File: config.mk
export PLATFORM = sky130hd
export DESIGN_NAME = fetch_unit
export DESIGN_NICKNAME = d
export VERILOG_FILES = /design/src/rtl/fetch_unit.sv
export SDC_FILE = /design/constraint.sdc
export NUM_CORES = 1
export LEC_CHECK = 0
export ABC_AREA = 1
export CORE_ASPECT_RATIO = 1.4
export CORE_MARGIN = 8
export CORE_UTILIZATION = 57
export DETAILED_ROUTE_END_ITERATION = 10
export DONT_BUFFER_PORTS = 1
export PLACE_DENSITY = 0.75
export SYNTH_ARGS = -nofsm -noshare
export SYNTH_HDL_FRONTEND = slang
export SYNTH_SLANG_ARGS = --single-unit
File: constraint.sdc
create_clock -name clk -period 3.9 [get_ports clk]
set_clock_uncertainty 0.15 [all_clocks]
set_input_delay 0.195 -clock clk [delete_from_list [all_inputs] [get_ports clk]]
set_output_delay 0.195 -clock clk [all_outputs]
set_load 0.03 [all_outputs]
File: src/rtl/fetch_unit.sv
// Instruction fetch stage: PC, single-outstanding imem reads, prefetch FIFO feeding the IR.
// Optional FETCH_PERF_CNT_EN adds saturating fetch_cnt/flush_cnt outputs.
module fetch_unit #(
  parameter int                 ADDR_W   = 14,
  parameter int                 INS_W    = 19,
  parameter int                 DEPTH    = 2,
  parameter logic [ADDR_W-1:0]  RESET_PC = '0
) (
  input  logic              clk,
  input  logic              rst,
  output logic              imem_req,
  output logic [ADDR_W-1:0] imem_addr,
  input  logic              imem_ready,
  input  logic              imem_valid,
  input  logic [INS_W-1:0]  imem_rdata,
  output logic [INS_W-1:0]  ins,
  output logic [ADDR_W-1:0] ins_pc,
  output logic              ins_valid,
  input  logic              take,
  input  logic              redirect,
`ifdef FETCH_PERF_CNT_EN
  input  logic [ADDR_W-1:0] redirect_pc,
  output logic [15:0]       fetch_cnt,
  output logic [15:0]       flush_cnt
`else
  input  logic [ADDR_W-1:0] redirect_pc
`endif
);

  localparam int PW = (DEPTH > 1) ? $clog2(DEPTH) : 1;
  localparam int CW = PW + 1;
  localparam logic [CW-1:0] DEPTH_C = CW'(DEPTH);

  // Handshake: a request transfers on a cycle with imem_req=1 and imem_ready=1;
  // exactly one imem_valid pulse answers it, honoured only while in S_WAIT.
  typedef enum logic [1:0] {S_IDLE, S_REQ, S_WAIT} state_t;

  state_t            state, state_next;
  logic [ADDR_W-1:0] pc, pc_next, req_pc, req_pc_next;
  logic              drop, drop_next;
  logic [CW-1:0]     count, count_next;
  logic [PW-1:0]     head, tail;
  logic              push, pop;

  logic [INS_W-1:0]  mem_ins [DEPTH];
  logic [ADDR_W-1:0] mem_pc  [DEPTH];

  always_comb begin
    push        = (state == S_WAIT) && imem_valid && !drop && !redirect;
    pop         = take && (count != '0) && !redirect;
    count_next  = redirect ? '0 : (count + CW'(push) - CW'(pop));
    state_next  = state;
    pc_next     = pc;
    req_pc_next = req_pc;
    drop_next   = drop;
    case (state)
      S_IDLE: if (count_next < DEPTH_C) state_next = S_REQ;
      S_REQ: begin
        if (imem_ready) begin
          req_pc_next = pc;
          pc_next     = pc + ADDR_W'(1);
          state_next  = S_WAIT;
        end
      end
      S_WAIT: begin
        if (imem_valid) begin
          drop_next  = 1'b0;
          state_next = (count_next < DEPTH_C) ? S_REQ : S_IDLE;
        end
      end
      default: state_next = S_IDLE;
    endcase
    // A redirect overrides the above; a request already accepted must still
    // drain its response, which is then thrown away via drop.
    if (redirect) begin
      pc_next = redirect_pc;
      case (state)
        S_REQ: begin
          state_next = imem_ready ? S_WAIT : S_REQ;
          drop_next  = imem_ready;
        end
        S_WAIT: begin
          state_next = imem_valid ? S_REQ : S_WAIT;
          drop_next  = !imem_valid;
        end
        default: begin
          state_next = S_REQ;
          drop_next  = 1'b0;
        end
      endcase
    end
  end

  always_ff @(posedge clk or posedge rst) begin
    if (rst) begin
      state  <= S_IDLE;
      pc     <= RESET_PC;
      req_pc <= '0;
      drop   <= 1'b0;
      count  <= '0;
      head   <= '0;
      tail   <= '0;
    end else begin
      state  <= state_next;
      pc     <= pc_next;
      req_pc <= req_pc_next;
      drop   <= drop_next;
      count  <= count_next;
      if (redirect) begin
        head <= '0;
        tail <= '0;
      end else begin
        if (push) tail <= tail + PW'(1);
        if (pop)  head <= head + PW'(1);
      end
    end
  end

  always_ff @(posedge clk) begin
    if (push) begin
      mem_ins[tail] <= imem_rdata;
      mem_pc[tail]  <= req_pc;
    end
  end

  assign imem_req  = (state == S_REQ);
  assign imem_addr = pc;
  assign ins_valid = (count != '0);
  assign ins       = ins_valid ? mem_ins[head] : '0;
  assign ins_pc    = ins_valid ? mem_pc[head]  : '0;

`ifdef FETCH_PERF_CNT_EN
  always_ff @(posedge clk or posedge rst) begin
    if (rst) begin
      fetch_cnt <= '0;
      flush_cnt <= '0;
    end else begin
      if (push && (fetch_cnt != 16'hFFFF))     fetch_cnt <= fetch_cnt + 16'd1;
      if (redirect && (flush_cnt != 16'hFFFF)) flush_cnt <= flush_cnt + 16'd1;
    end
  end
`endif

endmodule

==> results.sh, run 1 <==
export IMPL_status="complete, no violations"
export IMPL_port_buffers=0
export IMPL_clk_latency_ps=350
export IMPL_syn_area_per_cell_um2=10.5
export IMPL_grt_pass1_vias=2881
export IMPL_grt_setup_unrepaired="false"
export IMPL_sw_frac_of_total_pct=35.3
export IMPL_ir_drop_mv=0.320
export IMPL_synth_edf_count=66
export IMPL_htreeDepth=3
export IMPL_grt_ovfl_total=0
export IMPL_clock_sinks=101
export IMPL_critPathLaunchType="primary input"
export IMPL_place_gp_congestion=0.753
export IMPL_finalHoldViolations=0
export IMPL_insertedDiodeCount=0
export IMPL_fin_tns_setup_ps=0
export IMPL_grt_pass1_wl_um=13800
export IMPL_ys_seq_area_share_pct=65.9
export IMPL_drt_wl_total_um=8530
export IMPL_met2_usage_pct=27.1
export IMPL_synth_area_mm2=0.00434
export IMPL_die_area_mm2=0.0107
export IMPL_layout_drive_gt1_share_pct=8.35
export IMPL_p_sw_mw=0.944
export IMPL_syn_nets=459
export IMPL_relSlewSlack_pct=37.6
export IMPL_via_per_inst=5.22
export IMPL_rows=37
export IMPL_arrival_ps=2810
export IMPL_met1_usage_pct=17.8
export IMPL_fp_dieW_um=89.7
export IMPL_synthArstFlopShare_pct=34.7
export IMPL_max_cap_violations=0
export IMPL_timing_fmax_ghz=0.371
export IMPL_cts_setup_buffers=0
export IMPL_drt_iter0_markers=177
export IMPL_chipHeight_um=119
export IMPL_endpoint_kind="flop"
export IMPL_path_class="in2reg"
export IMPL_ys_flop_type="edfxtp_1"
export IMPL_r2r_slack_ps=1220
export IMPL_synthCells=413
export IMPL_first_pass_iters=8
export IMPL_yosysWarnings=0
export IMPL_drc=0
export IMPL_synth_top_area_cell="edfxtp_1"
export IMPL_path_max_fanout=20
export IMPL_tightest_slew_ps=934
export IMPL_wl_per_cell_um=15.4
export IMPL_cts_path_max_buffers=2
export IMPL_synth_top_area_share_pct=45.7
export IMPL_seqPwrFrac_pct=55.8
export IMPL_synth_area_leaders="edfxtp_1 46%, dfrtp_1 20%, nand2_1 11%"
export IMPL_slew_viol_final=0
export IMPL_top_usage_layer="met2"
export IMPL_via_count=2883
export IMPL_utilization_pct=67.6
export IMPL_p_per_area_mw_per_mm2=537
export IMPL_use_met3_pct=6.29
export IMPL_fin_crit_ps=2700
export IMPL_io_pins=88
export IMPL_syn_to_final_growth_pct=14.7
export IMPL_power_frac_clock_pct=21.8
export IMPL_ctsRootBufferMaster="clkbuf_8"
export IMPL_p_leak_nw=2.02
export IMPL_synth_most_common_cell="nand2_1"
export IMPL_numCtsBuffers=9
export IMPL_comb_power_share_pct=22.4
export IMPL_cts_tree="yes"
export IMPL_dp_hpwl_um=5620
export IMPL_initial_core_util_pct=58.9
export IMPL_ys_ff_latch=101
export IMPL_grt_max_degree=36
export IMPL_ys_types=31
export IMPL_fin_crit_sh_pct=69.2
export IMPL_cts_hold_buffers=37
export IMPL_drt_antenna_violating_nets=0
export IMPL_globalRouteTotalUtil_pct=16.1
export IMPL_core_mm2=0.00736
export IMPL_clk_pin_slew_ps=100
export IMPL_nets=496
export IMPL_p_int_mw=1.73
export IMPL_synth_commonest_cells="132 x nand2_1, 66 x edfxtp_1, 40 x a21oi_1"
export IMPL_cp_required_ps=4010
export IMPL_antenna_found_initial=0
export IMPL_hold_class="in2reg"
export IMPL_setup_viol=0
export IMPL_cts_resized=0
[routing by layer]
layer  share of wire [%]  vias up
met4                 1.2        0
met2                  50      103
li1                    -     1455
met1                  42     1317
met3                 7.4        8
met5                   0        -
[through the flow]
step | total power, mW | cell area, um2 | std cells | hold slack [ps] | setup slack (ps)
2_1_floorplan | 1.95 | 4340 | 413 | 144 | 220
3_3_place_gp | 2.05 | 4430 | 499 | 63.6 | 1330
3_5_place_dp | 2.08 | 4430 | 499 | 66.4 | 1250
4_1_cts | 2.69 | 4970 | 552 | 39.1 | 1170
5_1_grt | 2.83 | 4970 | 552 | 69.3 | 1000
6_report | 2.67 | 4970 | 552 | 55.4 | 1200
[cells in the final DEF, fill, tap and decap left out, drive strengths merged]
cell type and n:
clkinv 4, inv 36, clkinvlp 1, dlygate4sd3 37, xor2 4, o221ai 1, dfrtp 35, nand3 14
o21a 1, nor2 21, nand2 135, nand4 1, ha 7, nand3b 1, a21oi 40, o22ai 1
nor3 2, edfxtp 66, o311ai 1, o211ai 5, clkbuf 10, o21bai 2, buf 5, o21ai 25
[power by group through the flow]
stage / Clock [mW] / Sequential (mW) / Combinational [mW]
floorplan: 0 / 1.48 / 0.476
global placement: 0 / 1.50 / 0.549
detailed placement: 0 / 1.52 / 0.565
CTS: 0.596 / 1.49 / 0.605
global route: 0.638 / 1.51 / 0.677
finish: 0.583 / 1.49 / 0.599
[state kept, by name, summed over array words and instances, names as in the netlist]
name       flops
imem_addr     14
mem_ins       38
req_pc        14
state          2
tail           1
drop           1
count          2
head           1
mem_pc        28
[area by class of cell]
| type | instances | area, um2 |
|---|---|---|
| tap | 97 | 121 |
| inverter | 35 | 131 |
| multi-input combinational | 261 | 1280 |
| timing repair buffer | 42 | 408 |
| clock inverter | 6 | 46.3 |
| sequential | 101 | 2860 |
| fill | 524 | 2390 |
| clock buffer | 10 | 128 |
[worst max-delay path, stage by stage]
cell and delay (ps):
dlygate4sd3_1 1100, inv_2 280, nand2_1 240, ha_1 260, inv_1 60, ha_1 150, nand3b_1 140, nand4_1 110
nand2_1 120, nand2_1 60, o21a_1 90
[cell families after synthesis]
logic type                 share of synthesized area, %
AOI/OAI and AO/OA                                  9.52
DFF                                                65.9
adders and majority gates                          2.02
xor gates and xnor gates                          0.808
buffers and inverters                              4.85
and+or+nand+nor                                    16.9
[worst paths after layout]
kind                                  from           end  depth (start not counted)
worst max-delay path              redirect      state[1]                         11
worst min-delay path            imem_valid      state[0]                          4
worst max register to register    count[1]      state[1]                         12
worst min register to register   req_pc[3]  mem_pc[0][3]                          0
max in group asynchronous              rst     req_pc[6]                          3
min in group asynchronous              rst      state[0]                          3
No activity file was read; power rests on OpenSTA's default activity.
==> run 2, diff against run 1 <==
Clock period 3.9 ns to 2.43 ns, I/O delays scaled along.
==> run 2 against run 1 <==
Sequential cell count unchanged. First-iteration DRC count decreased by 10%. Core utilization increased by 3.1 points. Sequential share of layout area decreased by 2.5 points. Final cell count increased by 3.3%. Power increased by 73%. Register-to-register slack got worse by 1100 ps. Combinational power increased by 80%. Die area unchanged. Highest routed layer unchanged.
==> results.sh, run 2 (synthesis results as in run 1) <==
export IMPL_timing_fmax_ghz=0.430
export IMPL_p_per_area_mw_per_mm2=889
export IMPL_critical_path_cell_chain="inv_1 -> ha_1 -> nand2_2 -> inv_1 -> nor2_2 -> inv_2 -> o211ai_1 -> dlygate4sd3_1"
export IMPL_max_cap_violations=0
export IMPL_setup_ws_ps=105
export IMPL_via_per_inst=5.26
export IMPL_core_mm2=0.00736
export IMPL_insertedDiodeCount=0
export IMPL_power_mw=4.63
export IMPL_drt_iter0_markers=159
export IMPL_finalHoldViolations=0
export IMPL_grt_max_degree=36
export IMPL_slowest_stage="dlygate4sd3_1"
export IMPL_cp_required_ps=2570
export IMPL_grt_ovfl_total=0
export IMPL_regMostFlops="mem_ins"
export IMPL_dp_hpwl_um=5850
export IMPL_r2r_slack_ps=110
export IMPL_placed_cell_area_mm2=0.00453
export IMPL_clk_latency_ps=350
export IMPL_cts_path_max_buffers=2
export IMPL_layout_drive_gt1_share_pct=12.3
export IMPL_globalRouteTotalUtil_pct=16.7
export IMPL_relSlewSlack_pct=49.1
export IMPL_chipHeight_um=119
export IMPL_critPathLaunchType="flop"
export IMPL_cts_tree="yes"
export IMPL_io_pins=88
export IMPL_largest_reg_flops=38
export IMPL_die_area_mm2=0.0107
export IMPL_drc=0
export IMPL_drt_antenna_violating_nets=0
export IMPL_tightest_slew_ps=766
export IMPL_met1_usage_pct=18.5
export IMPL_wl_per_cell_um=15.6
export IMPL_place_gp_congestion=0.725
export IMPL_slew_viol_final=0
export IMPL_grt_pass1_wl_um=14300
export IMPL_numCtsBuffers=9
export IMPL_first_pass_iters=5
export IMPL_arrival_ps=2470
export IMPL_hold_ws_ps=67.2
export IMPL_place_inst=511
export IMPL_max_stage_delay_ps=570
export IMPL_htreeDepth=3
export IMPL_status="complete, no violations"
export IMPL_port_buffers=0
export IMPL_antenna_found_initial=0
export IMPL_fin_crit_sh_pct=95.7
export IMPL_drt_wl_total_um=8900
export IMPL_p_leak_nw=2.14
export IMPL_met2_usage_pct=29.1
export IMPL_path_max_fanout=7
export IMPL_initial_core_util_pct=58.9
export IMPL_hold_class="in2reg"
export IMPL_via_count=2998
export IMPL_clk_pin_slew_ps=100
export IMPL_dp_slack_ps=102
export IMPL_grt_pass1_vias=2955
export IMPL_layout_commonest_cell="nand2_1"
export IMPL_rows=37
export IMPL_stdcell_count=570
export IMPL_use_met3_pct=4.46
export IMPL_setup_viol=0
export IMPL_fp_dieW_um=89.7
export IMPL_endpoint_kind="flop"
export IMPL_utilization_pct=70.7
export IMPL_grt_setup_unrepaired="true"
export IMPL_path_common_cell="inv_1"
export IMPL_fin_tns_setup_ps=0
export IMPL_syn_to_final_growth_pct=20.0
export IMPL_top_regs="mem_ins x38, mem_pc x28"
export IMPL_mostFrequentLayoutCells="132 x nand2_1, 66 x edfxtp_1, 42 x dlygate4sd3_1"
export IMPL_path_class="reg2reg"
export IMPL_design_area_mm2=0.00520
export IMPL_top_usage_layer="met2"
export IMPL_ctsRootBufferMaster="clkbuf_8"
export IMPL_cts_setup_buffers=0
export IMPL_fin_crit_ps=2320
export IMPL_nets=514
export IMPL_ir_drop_mv=0.584
export IMPL_clock_sinks=101
[run 2: cell count changes in the layout (fill, tap and decap cells not counted), moves of 2 or more]
cell and delta:
buf_4 +11, bufinv_16 +2, dfrtp_1 -2, dfrtp_2 +2, dlygate4sd3_1 +5, ha_1 -2
ha_2 +2
[run 2: repair_timing]
action	CTS	global route
endpoints found under the hold margin	96	0
hold buffers	43	0
endpoints found under the setup margin	0	6
gates resized for setup	0	9
[run 2: worst paths after layout]
check | depth (start not counted) | end | from
setup reg to reg | 8 | imem_addr[1] | state[1]
hold / removal | 5 | state[0] | imem_ready
hold reg to reg | 0 | mem_pc[0][8] | req_pc[8]
max in group asynchronous | 3 | imem_addr[2] | rst
min in group asynchronous | 3 | imem_addr[0] | rst
setup / recovery | 8 | imem_addr[1] | state[1]
[run 2: layout make-up]
class / instances / area, um2
Sequential cell: 101 / 2860
Fill cell: 512 / 2160
Multi-Input combinational cell: 261 / 1300
Timing Repair Buffer: 60 / 564
Clock buffer: 10 / 138
Inverter: 35 / 131
Tap cell: 97 / 121
Clock inverter: 6 / 91.3
[run 2: critical path, delay by kind of cell (launching register included)]
kind            cells  cell delay, ps
buf+inv             4             890
fa+ha+maj           1             210
simple gates        2             460
flops               1             380
compound gates      1             160
[run 2: metal layers]
metal	wire length, um	vias to the layer above
met4	129	0
li1	-	1495
met2	4660	107
met5	0	-
met3	627	8
met1	3490	1388
[run 2: power breakdown]
part	switching (mW)	leakage [nW]	internal, mW
registers	0.266	1.04	2.12
clock network	0.543	0.117	0.615
logic	0.735	0.983	0.346
